**config.mk**
```make
export PLATFORM = sky130hd
export DESIGN_NAME = wb_port_arbiter_flat
export DESIGN_NICKNAME = d
export VERILOG_FILES = /design/src/rtl/wb_port_arbiter_pkg.sv /design/src/rtl/wb_port_arbiter_if.sv /design/src/rtl/wb_arb_fifo.sv /design/src/rtl/wb_port_arbiter.sv /design/src/flat_wrapper.sv
export SDC_FILE = /design/constraint.sdc
export NUM_CORES = 1
export LEC_CHECK = 0
export CORE_MARGIN = 5
export CORE_UTILIZATION = 32
export CTS_CLUSTER_SIZE = 30
export DETAILED_ROUTE_END_ITERATION = 6
export GPL_ROUTABILITY_DRIVEN = 0
export GPL_TIMING_DRIVEN = 0
export PLACE_DENSITY = 0.65
export SYNTH_ARGS = -nofsm -noshare
export SYNTH_HDL_FRONTEND = slang
export SYNTH_SLANG_ARGS = --single-unit
export TNS_END_PERCENT = 30
```
**constraint.sdc**
```tcl
create_clock -name clk -period 2.65 [get_ports clk]
set_input_delay 0.265 -clock clk [delete_from_list [all_inputs] [get_ports clk]]
set_output_delay 0.265 -clock clk [all_outputs]
set_load 0.01 [all_outputs]
```
**src/rtl/wb_port_arbiter_pkg.sv**
```systemverilog
// wb_port_arbiter_pkg: shared widths and the write-request record for the register-file write-port arbiter
package wb_port_arbiter_pkg;
    localparam int WORD = 32;
    localparam int W_RD = 5;
    typedef struct packed {
        logic [W_RD-1:0] num;
        logic [WORD-1:0] data;
    } wr_req_t;
endpackage

```
**src/rtl/wb_port_arbiter_if.sv**
```systemverilog
// wb_port_arbiter_if: producer/register-file side signals of the arbiter; perf outputs exist only under WB_ARB_PERF_EN
interface wb_port_arbiter_if;
    import wb_port_arbiter_pkg::*;
    logic            a_v_i;
    logic            a_wb_i;
    logic [W_RD-1:0] a_rd_num_i;
    logic [WORD-1:0] a_rd_data_i;
    logic            a_stall_o;
    logic            b_v_i;
    logic [W_RD-1:0] b_rd_num_i;
    logic [WORD-1:0] b_rd_data_i;
    logic            b_stall_o;
    logic            b_busy_o;
    logic            wb_o;
    logic [W_RD-1:0] wbr_num_o;
    logic [WORD-1:0] wb_data_o;
`ifdef WB_ARB_PERF_EN
    logic [31:0]     perf_a_stall_o;
    logic [31:0]     perf_b_full_o;
`endif
    modport master (
        output a_v_i, a_wb_i, a_rd_num_i, a_rd_data_i, b_v_i, b_rd_num_i, b_rd_data_i,
        input  a_stall_o, b_stall_o, b_busy_o, wb_o, wbr_num_o, wb_data_o
`ifdef WB_ARB_PERF_EN
        , input perf_a_stall_o, perf_b_full_o
`endif
    );
    modport slave (
        input  a_v_i, a_wb_i, a_rd_num_i, a_rd_data_i, b_v_i, b_rd_num_i, b_rd_data_i,
        output a_stall_o, b_stall_o, b_busy_o, wb_o, wbr_num_o, wb_data_o
`ifdef WB_ARB_PERF_EN
        , output perf_a_stall_o, perf_b_full_o
`endif
    );
endinterface

```
**src/rtl/wb_arb_fifo.sv**
```systemverilog
// wb_arb_fifo: power-of-two circular sync FIFO of write requests with head, full and empty
module wb_arb_fifo
    import wb_port_arbiter_pkg::*;
#(
    parameter int DEPTH = 2
) (
    input  logic    clk,
    input  logic    rst,
    input  logic    push,
    input  logic    pop,
    input  wr_req_t din,
    output logic    full,
    output logic    empty,
    output wr_req_t head
);
    localparam int AW = $clog2(DEPTH);
    logic [AW-1:0] wp, rp;
    logic [AW:0]   cnt;
    wr_req_t       mem [DEPTH];
    assign full  = cnt == (AW+1)'(DEPTH);
    assign empty = cnt == '0;
    assign head  = mem[rp];
    always_ff @(posedge clk)
        if (push) mem[wp] <= din;
    always_ff @(posedge clk) begin
        if (rst) begin
            wp  <= '0;
            rp  <= '0;
            cnt <= '0;
        end else begin
            wp  <= wp + AW'(push);
            rp  <= rp + AW'(pop);
            cnt <= cnt + (AW+1)'(push) - (AW+1)'(pop);
        end
    end
endmodule

```
**src/rtl/wb_port_arbiter.sv**
```systemverilog
// wb_port_arbiter: shares the register-file write port between A (priority) and FIFO-buffered B; WB_ARB_PERF_EN adds stall counters
module wb_port_arbiter
    import wb_port_arbiter_pkg::*;
#(
    parameter int B_DEPTH    = 2,
    parameter int STARVE_MAX = 4
) (
    input logic               clk,
    input logic               rst,
    wb_port_arbiter_if.slave  bus
);
    localparam int SW = $clog2(STARVE_MAX + 1);
    logic          a_need, b_push, b_full, b_empty, grant_a, grant_b;
    logic [SW-1:0] starve;
    wr_req_t       b_in, b_head;
    assign b_in = '{num: bus.b_rd_num_i, data: bus.b_rd_data_i};
    wb_arb_fifo #(.DEPTH(B_DEPTH)) u_fifo (
        .clk   (clk),
        .rst   (rst),
        .push  (b_push),
        .pop   (grant_b),
        .din   (b_in),
        .full  (b_full),
        .empty (b_empty),
        .head  (b_head)
    );
    // x0 writes from either port are accepted but never reach the register file
    always_comb begin
        a_need  = bus.a_v_i & bus.a_wb_i & (bus.a_rd_num_i != '0);
        b_push  = bus.b_v_i & ~b_full & (bus.b_rd_num_i != '0);
        grant_b = ~b_empty & (~a_need | (starve == SW'(STARVE_MAX)));
        grant_a = a_need & ~grant_b;
    end
    assign bus.a_stall_o = a_need & grant_b;
    assign bus.b_stall_o = b_full;
    assign bus.b_busy_o  = ~b_empty;
    always_ff @(posedge clk) begin
        if (rst) begin
            starve        <= '0;
            bus.wb_o      <= 1'b0;
            bus.wbr_num_o <= '0;
            bus.wb_data_o <= '0;
        end else begin
            starve        <= (b_empty | grant_b) ? '0 :
                             (starve == SW'(STARVE_MAX)) ? starve : starve + 1'b1;
            bus.wb_o      <= grant_a | grant_b;
            bus.wbr_num_o <= grant_b ? b_head.num  : grant_a ? bus.a_rd_num_i  : '0;
            bus.wb_data_o <= grant_b ? b_head.data : grant_a ? bus.a_rd_data_i : '0;
        end
    end
`ifdef WB_ARB_PERF_EN
    always_ff @(posedge clk) begin
        if (rst) begin
            bus.perf_a_stall_o <= '0;
            bus.perf_b_full_o  <= '0;
        end else begin
            bus.perf_a_stall_o <= bus.perf_a_stall_o + 32'(bus.a_stall_o);
            bus.perf_b_full_o  <= bus.perf_b_full_o + 32'(bus.b_v_i & b_full);
        end
    end
`endif
endmodule
```
**src/flat_wrapper.sv**
```systemverilog
// flat-port wrapper written by rule: the top's interface ports become plain ports
module wb_port_arbiter_flat import wb_port_arbiter_pkg::*;
#(
    parameter int B_DEPTH    = 2,
    parameter int STARVE_MAX = 4
)
  (clk, rst, bus_a_v_i, bus_a_wb_i, bus_a_rd_num_i, bus_a_rd_data_i, bus_b_v_i, bus_b_rd_num_i, bus_b_rd_data_i, bus_a_stall_o, bus_b_stall_o, bus_b_busy_o, bus_wb_o, bus_wbr_num_o, bus_wb_data_o);
  wb_port_arbiter_if bus_i ();
  input logic clk;
  input logic rst;
  input wire logic [$bits(bus_i.a_v_i)-1:0] bus_a_v_i;
  input wire logic [$bits(bus_i.a_wb_i)-1:0] bus_a_wb_i;
  input wire logic [$bits(bus_i.a_rd_num_i)-1:0] bus_a_rd_num_i;
  input wire logic [$bits(bus_i.a_rd_data_i)-1:0] bus_a_rd_data_i;
  input wire logic [$bits(bus_i.b_v_i)-1:0] bus_b_v_i;
  input wire logic [$bits(bus_i.b_rd_num_i)-1:0] bus_b_rd_num_i;
  input wire logic [$bits(bus_i.b_rd_data_i)-1:0] bus_b_rd_data_i;
  output wire logic [$bits(bus_i.a_stall_o)-1:0] bus_a_stall_o;
  output wire logic [$bits(bus_i.b_stall_o)-1:0] bus_b_stall_o;
  output wire logic [$bits(bus_i.b_busy_o)-1:0] bus_b_busy_o;
  output wire logic [$bits(bus_i.wb_o)-1:0] bus_wb_o;
  output wire logic [$bits(bus_i.wbr_num_o)-1:0] bus_wbr_num_o;
  output wire logic [$bits(bus_i.wb_data_o)-1:0] bus_wb_data_o;
  assign bus_i.a_v_i = bus_a_v_i;
  assign bus_i.a_wb_i = bus_a_wb_i;
  assign bus_i.a_rd_num_i = bus_a_rd_num_i;
  assign bus_i.a_rd_data_i = bus_a_rd_data_i;
  assign bus_i.b_v_i = bus_b_v_i;
  assign bus_i.b_rd_num_i = bus_b_rd_num_i;
  assign bus_i.b_rd_data_i = bus_b_rd_data_i;
  assign bus_a_stall_o = bus_i.a_stall_o;
  assign bus_b_stall_o = bus_i.b_stall_o;
  assign bus_b_busy_o = bus_i.b_busy_o;
  assign bus_wb_o = bus_i.wb_o;
  assign bus_wbr_num_o = bus_i.wbr_num_o;
  assign bus_wb_data_o = bus_i.wb_data_o;
  wb_port_arbiter #(.B_DEPTH(B_DEPTH), .STARVE_MAX(STARVE_MAX)) u_core (.clk(clk), .rst(rst), .bus(bus_i));
endmodule
```
======== Yosys cells after proc, flatten, opt, wreduce, memory -nomap -nowiden ========
Memories as Yosys holds them, arrays and structs flattened. A register that Yosys moved wholly into a read port is not among the register bits.
Index checks and enable logic that the tools add are counted.
W data, S select, Z words.
word-level totals
  input bits .............................. 79
  RAM bits ................................ 74
  word-level logic and storage cells ...... 40
  bits in registers ....................... 45
  output and inout port bits .............. 41
  memories kept ........................... 1
memory list
  memory             words  width  read ports  clocked after Yosys merged registers in  wr ports  line               text
  u_core.u_fifo.mem  2      37     1           1                                        1         wb_arb_fifo.sv:19  wr_req_t mem [DEPTH];
cells by class
  eq/ne operators ......................... 2
  add/sub/neg operators ................... 5
  mux-type cells .......................... 7
  reductions and logical operators ........ 4
  bitwise logic cells ..................... 14
operators with widths
  kind                   count
  $mux W32               2
  $mux W5                2
  $reduce_bool A5 Y1     2
  $and A1 B1 Y1          7
  $not A1 Y1             4
  $add A3 B1 Y3 const B  1
  $eq A3 B3 Y1 const B   1
  $mux W1                3
  $or A1 B1 Y1           3
  $add A1 B1 Y1          2
  $add A2 B1 Y2          1
  $eq A2 B2 Y1 const B   1
  $logic_not A2 Y1       1
  $reduce_or A2 Y1       1
  $sub A2 B1 Y2          1

======== Longest topological paths before layout ========
Gate-level depths: netlist of run 1.
  depth after elaboration ................. 9
  gate-level depth with buffers ........... 11
  gate-level depth less buffers ........... 11

======== By module ========
Synthesis of run 1 repeated with hierarchy kept, for this count alone.
second synthesis, totals
  cell total of the unflattened synthesis .. 325
  area total of the unflattened synthesis .. 4774.6 um^2
by module, submodules not included
  module           cells each  area each (um^2)  times used  seq. area each (um^2)
  wb_arb_fifo      134         2955.3            1           2302.2
  wb_port_arbiter  191         1819.2            1           820.8

======== Least setup slack after synthesis of run 1 ========
No wires, ideal clock.
  path kind ............................... reg2reg
  start point ............................. reg u_core.starve[0]
  end point ............................... reg u_core.u_fifo.cnt[1]
  period minus slack after synthesis ...... 2144 ps
  data arrival time ....................... 2017 ps
  slack ................................... 506 ps
  path buffers ............................ 0
  stages on the path, launching flop included .. 12
  path through ............................ dfxtp_1 > inv_1 > ha_1 > and2_1 > a211oi_1 > nor2_1 > ha_1 > inv_1 > ha_1 > xor2_1 > xnor2_1 > nor2_1
on the way
  cells in the longest elaborated chain, start to end .. 4
RTL lines
  item                    line                   text
  from (decl)             wb_port_arbiter.sv:14  logic [SW-1:0] starve;
  from (signal assigned)  wb_port_arbiter.sv:44  starve <= (b_empty | grant_b) ? '0 :
  $eq A3 B3 Y1            wb_port_arbiter.sv:31  grant_b = ~b_empty & (~a_need | (starve == SW'(STARVE_MAX)));
  $or A1 B1 Y1            wb_port_arbiter.sv:31
  $and A1 B1 Y1           wb_port_arbiter.sv:31
  $sub A2 B1 Y2           wb_arb_fifo.sv:33      cnt <= cnt + (AW+1)'(push) - (AW+1)'(pop);
  to (signal assigned)    wb_arb_fifo.sv:33
  to (decl)               wb_arb_fifo.sv:18      logic [AW:0] cnt;
No other way between the ends.
A chain may end at the register's enable or synchronous reset.

======== Final worst setup path of run 1 ========
  start point ............................. reg u_core.starve[0]
  end point ............................... out bus_a_stall_o
on the way
  cells in the longest elaborated chain, start to end .. 4
RTL lines
  item           line                   text
  $eq A3 B3 Y1   wb_port_arbiter.sv:31
  $or A1 B1 Y1   wb_port_arbiter.sv:31
  $and A1 B1 Y1  wb_port_arbiter.sv:31
  $and A1 B1 Y1  wb_port_arbiter.sv:34  assign bus.a_stall_o = a_need & grant_b;
  to (decl)      flat_wrapper.sv:18     output wire logic [$bits(bus_i.a_stall_o)-1:0] bus_a_stall_o;
No other way between the ends.

==> summary.txt, run 1 <==
Post-CTS Setup Bufs: 0
vias in the first global route: 2,780
global route overflow: 0
yosys warns: 0
post-layout instance count excluding filler cells: 570
hold depth: 2
Placed Cells: 538
max incr delay on CP: 0.49 ns
Leak Pwr: 2.16 nW
worst path bufs/invs: 2
Worst-Margin Slew: 0.734 ns
I/O pins: 120
Core ar.: 12,700 µm²
GRT Util Overall: 12.3%
PwrDens: 952 nW/µm²
CTS root buf: clkbuf_16
Starting Density: 32.9%
clock period minus worst slack: 2.39 ns
R2R setup slack: 0.40 ns
drt via density: 4.44
drt wl/cell: 16.3 µm
syn nets: 331
Post-Syn Area: 4180 µm²
port buffer count: 118
Clock Pin Slew Worst Setup and Hold Paths: 0.05 ns
critical path startpoint category: flip-flop
total clock sinks: 119
Total Wirelength: 9290 µm
fin crit share: 90.3%
peak supply drop: 0.426 mV
Setup crit end kind: output port
crit path cell chain: inv_1 -> ha_1 -> and2_1 -> a211oi_2 -> nor3_1 -> clkdlybuf4s50_1
Synth cell types: 29
kind of critical path: reg -> out
CP required: 2.38 ns
max-slew violations: 0
CP arrival: 2.13 ns
unrepaired setup endpoints after global routing: no
Seq cells post-synth: 119
clock latency on the worst-skew pair: 0.41 ns
CP delay by family, top: buffers and inverters
Layout area overhead: 48.6%
antenna-violating nets left: 0
diode count: 0
Mapped Cells: 246
htree depth: 4
largest net degree at the start of global routing: 23
CTS tree: yes
cts hold-fix bufs: 0
Hold Fails Final Rpt: 0
max frequency: 418 MHz
Die X-Extent: 124 µm
CTS resizes: 0
critical path fanouts, max: 6
area of the die: 15,500 µm²
Post-DP HPWL: 6480 µm
clk buf depth: 2
die height: 124 µm
Slew Limit Headroom: 51.1%
Pre-antenna DRT Iters: 4
first-pass GRT wire length: 14,600 µm
critical path depth: 6
vias: 2,533
DRC errors left: 0
max cap viols: 0
status: finished clean
Rows: 41
initial antenna violation count: 0
final setup fails: 0
Final Core Density: 48.9%
Layout Skew: 0.0132 ns
Inserted Clock Buffers: 17
Avg Cell Area, Syn: 17.0 µm²
post-layout net count: 470
sequential share of the synthesized area: 74.6%
Iter 0 DRT Violations: 89
Critical-path top delay cell: clkdlybuf4s50_1
r2r worst-path depth: 11
filler instances: 1,175
setup_tns: 0 ns
layout cells sized above 1: 12.3%
HP Class: in -> reg
## cell families (layout without fill, tap and decap cells)
family                     after synthesis  after routing  synth area share (%)
muxes                                   37             37                  8.85
AOI/OAI and AO/OA                       45             45                  9.51
and+or+nand+nor                         18             18                  2.24
adders and majority gates                6              6                  1.79
xor gates and xnor gates                 3              3                 0.628
DFF                                    119            119                  74.6
buffers and inverters                   18            170                  2.33
## where the power goes
group	switching, mW	total, mW	internal (mW)
combinational	0.637	1.27	0.635
clock	0.786	2.25	1.46
sequential	0.0876	2.40	2.31
total	1.51	5.92	4.41
## cell type report
| class | count | area [µm²] | share of cell area (%) |
|---|---|---|---|
| Clock buffer | 18 | 429 | 6.90 |
| Timing Repair Buffer | 120 | 1220 | 19.6 |
| Buffer | 11 | 71.3 | 1.15 |
| Inverter | 7 | 26.3 | 0.423 |
| Clock inverter | 14 | 159 | 2.56 |
| Multi-Input combinational cell | 109 | 973 | 15.7 |
| Sequential cell | 119 | 3120 | 50.2 |
| Tap cell | 172 | 215 | 3.46 |
## through the flow
| stage | worst slack [ns] | hold slack [ns] | power (mW) | cell area (µm²) |
|---|---|---|---|---|
| floorplan | 0.506 | 0.364 | 3.11 | 4180 |
| CTS | 0.00102 | 0.183 | 6.02 | 6210 |
| detailed placement | 0.0327 | 0.443 | 3.74 | 5630 |
| global placement | -0.440 | 0.428 | 3.68 | 5580 |
| finish | 0.256 | 0.197 | 5.92 | 6220 |
| global route | 0.135 | 0.198 | 6.20 | 6220 |
## final timing paths
path,startpoint,endpoint
max reg2reg,u_core.starve[0]$_SDFFE_PP0N_,u_core.u_fifo.cnt[1]$_SDFF_PP0_
max,u_core.starve[0]$_SDFFE_PP0N_,bus_a_stall_o
min reg2reg,u_core.starve[0]$_SDFFE_PP0N_,u_core.starve[0]$_SDFFE_PP0N_
min,rst,u_core.u_fifo.wp$_SDFF_PP0_
## Yosys cell counts
master,n,area (µm²)
clkbuf_1,2,7.51
xnor2_1,2,17.5
buf_2,6,30.0
buf_6,3,33.8
nor2_4,1,11.3
nor3_1,2,10.0
inv_1,7,26.3
or3_1,1,6.26
o21ai_0,1,5.00
a21o_2,1,8.76
a211oi_4,1,20.0
or4_1,1,7.51
a211oi_1,1,7.51
edfxtp_1,74,2220
and3_1,1,6.26
o211ai_1,1,7.51
dfxtp_1,45,901
nand2b_1,1,6.26
nor2b_1,1,6.26
nand2_1,2,7.51
o2bb2ai_2,1,15.0
xor2_1,1,8.76
and2_1,1,6.26
o2bb2ai_1,36,315
ha_1,6,75.1
mux2i_1,37,370
a21oi_1,2,10.0
nor2_1,7,26.3
o21ai_2,1,8.76
## flip-flops by register name, indices dropped and copies added, names as in the netlist
| register | flops |
|---|---|
| u_core.u_fifo.mem | 74 |
| u_core.bus.wb_o | 1 |
| u_core.u_fifo.rp | 1 |
| u_core.u_fifo.wp | 1 |
| u_core.u_fifo.cnt | 2 |
| u_core.bus.wb_data_o | 32 |
| u_core.starve | 3 |
| u_core.bus.wbr_num_o | 5 |
## placed cells by master, fill, tap and decap left out, types with 4 or more instances in the layout
cell type	n
clkdlybuf4s50_1	118
edfxtp_1	74
dfxtp_1	45
mux2i_1	37
o2bb2ai_1	36
clkbuf_16	17
inv_1	7
nor2_1	7
buf_2	6
clkinv_2	5
ha_1	4
## routing by layer
metal	wire (µm)	part of all wire (%)	vias up	global-route usage [%]
met5	0	0	-	0
met4	107	1.2	0	5.61
met3	632	6.8	10	5.36
met2	4710	51	83	20.6
met1	3840	41	1213	13.5
li1	-	-	1227	-
Note: power is estimated with default switching activity, not from simulation.
==> run 2: changes to the inputs <==
--- a/config.mk
+++ b/config.mk
@@ -7,6 +7,7 @@
 export LEC_CHECK = 0
 export CORE_MARGIN = 5
 export CORE_UTILIZATION = 32
+export CTS_CLUSTER_DIAMETER = 150
 export CTS_CLUSTER_SIZE = 30
 export DETAILED_ROUTE_END_ITERATION = 6
 export GPL_ROUTABILITY_DRIVEN = 0
==> results of run 2 <==
The final DEF is identical to that of run 1; final timing and power are the same.
==> run 3: changes to the inputs <==
--- a/config.mk
+++ b/config.mk
@@ -6,13 +6,13 @@
 export NUM_CORES = 1
 export LEC_CHECK = 0
 export CORE_MARGIN = 5
-export CORE_UTILIZATION = 32
+export CORE_UTILIZATION = 47
 export CTS_CLUSTER_DIAMETER = 150
 export CTS_CLUSTER_SIZE = 30
 export DETAILED_ROUTE_END_ITERATION = 6
 export GPL_ROUTABILITY_DRIVEN = 0
 export GPL_TIMING_DRIVEN = 0
-export PLACE_DENSITY = 0.65
+export PLACE_DENSITY = 0.86
 export SYNTH_ARGS = -nofsm -noshare
 export SYNTH_HDL_FRONTEND = slang
 export SYNTH_SLANG_ARGS = --single-unit
==> run 3 against run 2 <==
Count of clock-buffer cells in the layout did not move; setup slack got worse by 0.067 ns; maximum frequency is 2.7% lower; non-clock buffer count shrank 2; core utilization is 22 points higher.
==> summary.txt, run 3 (synthesized netlist as in run 1, its figures left out) <==
clock power share: 39.3%
layout cells sized above 1: 11.9%
HP Class: in -> reg
port buffer count: 118
vias: 2,579
Leak Pwr: 2.15 nW
GRT Util Overall: 16.2%
die height: 104 µm
r2r worst-path depth: 11
Critical-path top delay cell: clkdlybuf4s50_1
first-pass GRT wire length: 13,700 µm
clk buf depth: 2
Layout Skew: 0.00588 ns
Hold Fails Final Rpt: 0
post-layout net count: 468
antenna-violating nets left: 0
switching share of power: 25.4%
critical path fanouts, max: 6
CTS root buf: clkbuf_8
clock latency on the worst-skew pair: 0.50 ns
Die X-Extent: 104 µm
Post-CTS Setup Bufs: 0
Post-DP HPWL: 5970 µm
total clock sinks: 119
vias in the first global route: 2,759
Placed Cells: 472
crit path cell chain: inv_1 -> ha_1 -> and2_1 -> a211oi_4 -> nor3_1 -> clkdlybuf4s50_1
Final Core Density: 70.7%
reg-to-reg critical path endpoint: u_core.u_fifo.cnt[1]$_SDFF_PP0_
max-slew violations: 0
CTS tree: yes
max reg flops: 74
hold_ws: 0.123 ns
CP delay by family, top: buffers and inverters
cts hold-fix bufs: 0
kind of critical path: reg -> out
post-layout instance count excluding filler cells: 504
hold_sp: rst
critical path startpoint category: flip-flop
diode count: 0
final setup fails: 0
Starting Density: 48.2%
Largest Register: u_core.u_fifo.mem
drt wl/cell: 17.1 µm
hold depth: 2
P_sw: 1.51 mW
Total Wirelength: 8600 µm
max cap viols: 0
htree depth: 4
unrepaired setup endpoints after global routing: no
fin crit share: 92.9%
Worst-Margin Slew: 0.943 ns
Slew Limit Headroom: 37.2%
Inserted Clock Buffers: 17
max frequency: 406 MHz
Core ar.: 8680 µm²
I/O pins: 120
Pre-antenna DRT Iters: 4
CP arrival: 2.20 ns
PwrDens: 974 nW/µm²
peak supply drop: 0.662 mV
area of the die: 10,900 µm²
Layout area overhead: 46.6%
max incr delay on CP: 0.49 ns
Int Pwr: 4.46 mW
CP required: 2.38 ns
R2R Path Start: u_core.starve[0]$_SDFFE_PP0N_
commonest non-fill, non-tap cell in the layout: clkdlybuf4s50_1
global route overflow: 0
worst path bufs/invs: 2
initial antenna violation count: 0
most frequent cells in the layout: 118 x clkdlybuf4s50_1, 74 x edfxtp_1, 45 x dfxtp_1
R2R setup slack: 0.43 ns
sequential power share: 40.3%
largest net degree at the start of global routing: 38
drt via density: 5.12
leading registers by flop count: u_core.u_fifo.mem x74, u_core.bus.wb_data_o x32, u_core.bus.wbr_num_o x5
DRC errors left: 0
setup_tns: 0 ns
Gate power share: 20.5%
Rows: 34
Iter 0 DRT Violations: 88
Setup crit end kind: output port
status: finished clean
Clock Pin Slew Worst Setup and Hold Paths: 0.06 ns
clock period minus worst slack: 2.46 ns
Worst Hold Path EP: u_core.u_fifo.wp$_SDFF_PP0_
total power draw: 5.97 mW
[run 3: cell types whose count changed in the layout (fill, tap and decap cells not counted), sizes merged]
cell	change
clkinv	-6
buf	-2
inv	+4
clkinvlp	+1
bufinv	+1
[run 3: power groups by stage]
stage	combinational (mW)	sequential, mW	clock, mW
final	1.22	2.40	2.34
after CTS	1.25	2.41	2.38
after floorplan	0.632	2.48	0
after global routing	1.33	2.43	2.48
after detailed placement	1.24	2.44	0
after global placement	1.20	2.44	0
[run 3: layout make-up]
type / count / area, µm²
Buffer: 11 / 71.3
Clock buffer: 18 / 418
Clock inverter: 14 / 198
Fill cell: 584 / 2540
Inverter: 7 / 26.3
Multi-Input combinational cell: 109 / 981
Sequential cell: 119 / 3120
Tap cell: 108 / 135
Timing Repair Buffer: 118 / 1180
[run 3: worst register-to-register path: stages, from the launching register on]
cell and delay, ns:
dfxtp_1 0.36, inv_1 0.06, ha_1 0.19, and2_1 0.23, a211oi_4 0.29, nor2_1 0.09
ha_1 0.30, inv_1 0.06, ha_1 0.15, xor2_1 0.18, xnor2_1 0.14, nor2_1 0.06
[run 3: how the worst max path moves through the flow]
stage / endpoint / cells after the start / startpoint / slack (ns)
CTS: bus_a_stall_o / 6 / u_core.starve[0]$_SDFFE_PP0N_ / 0.12
global placement: u_core.u_fifo.mem[1][18]$_DFFE_PP_ / 5 / bus_b_rd_num_i[4] / -0.29
finish: bus_a_stall_o / 6 / u_core.starve[0]$_SDFFE_PP0N_ / 0.19
global route: bus_a_stall_o / 6 / u_core.starve[0]$_SDFFE_PP0N_ / 0.05
floorplan: u_core.u_fifo.cnt[1]$_SDFF_PP0_ / 11 / u_core.starve[0]$_SDFFE_PP0N_ / 0.51
detailed placement: u_core.u_fifo.cnt[1]$_SDFF_PP0_ / 10 / bus_a_rd_num_i[4] / 0.1
[run 3: timing repair]
action                                  in CTS  in global routing
gates resized for setup                      1                  1
pin swaps                                    0                  0
endpoints found under the setup margin       1                  1
[run 3: stage by stage]
step / area [µm²] / setup WS (ns)
global route: 6130 / 0.0455
floorplan: 4180 / 0.506
finish: 6130 / 0.189
detailed placement: 5510 / 0.0980
CTS: 6130 / 0.115
global placement: 5500 / -0.287
[run 3: per-layer routing]
layer	GRT usage, %	up-vias	part of all wire, %
met5	0	-	0
met4	4.90	0	0.99
met3	6.95	11	8.1
met2	28.2	106	52
met1	17.8	1238	39
li1	-	1224	-
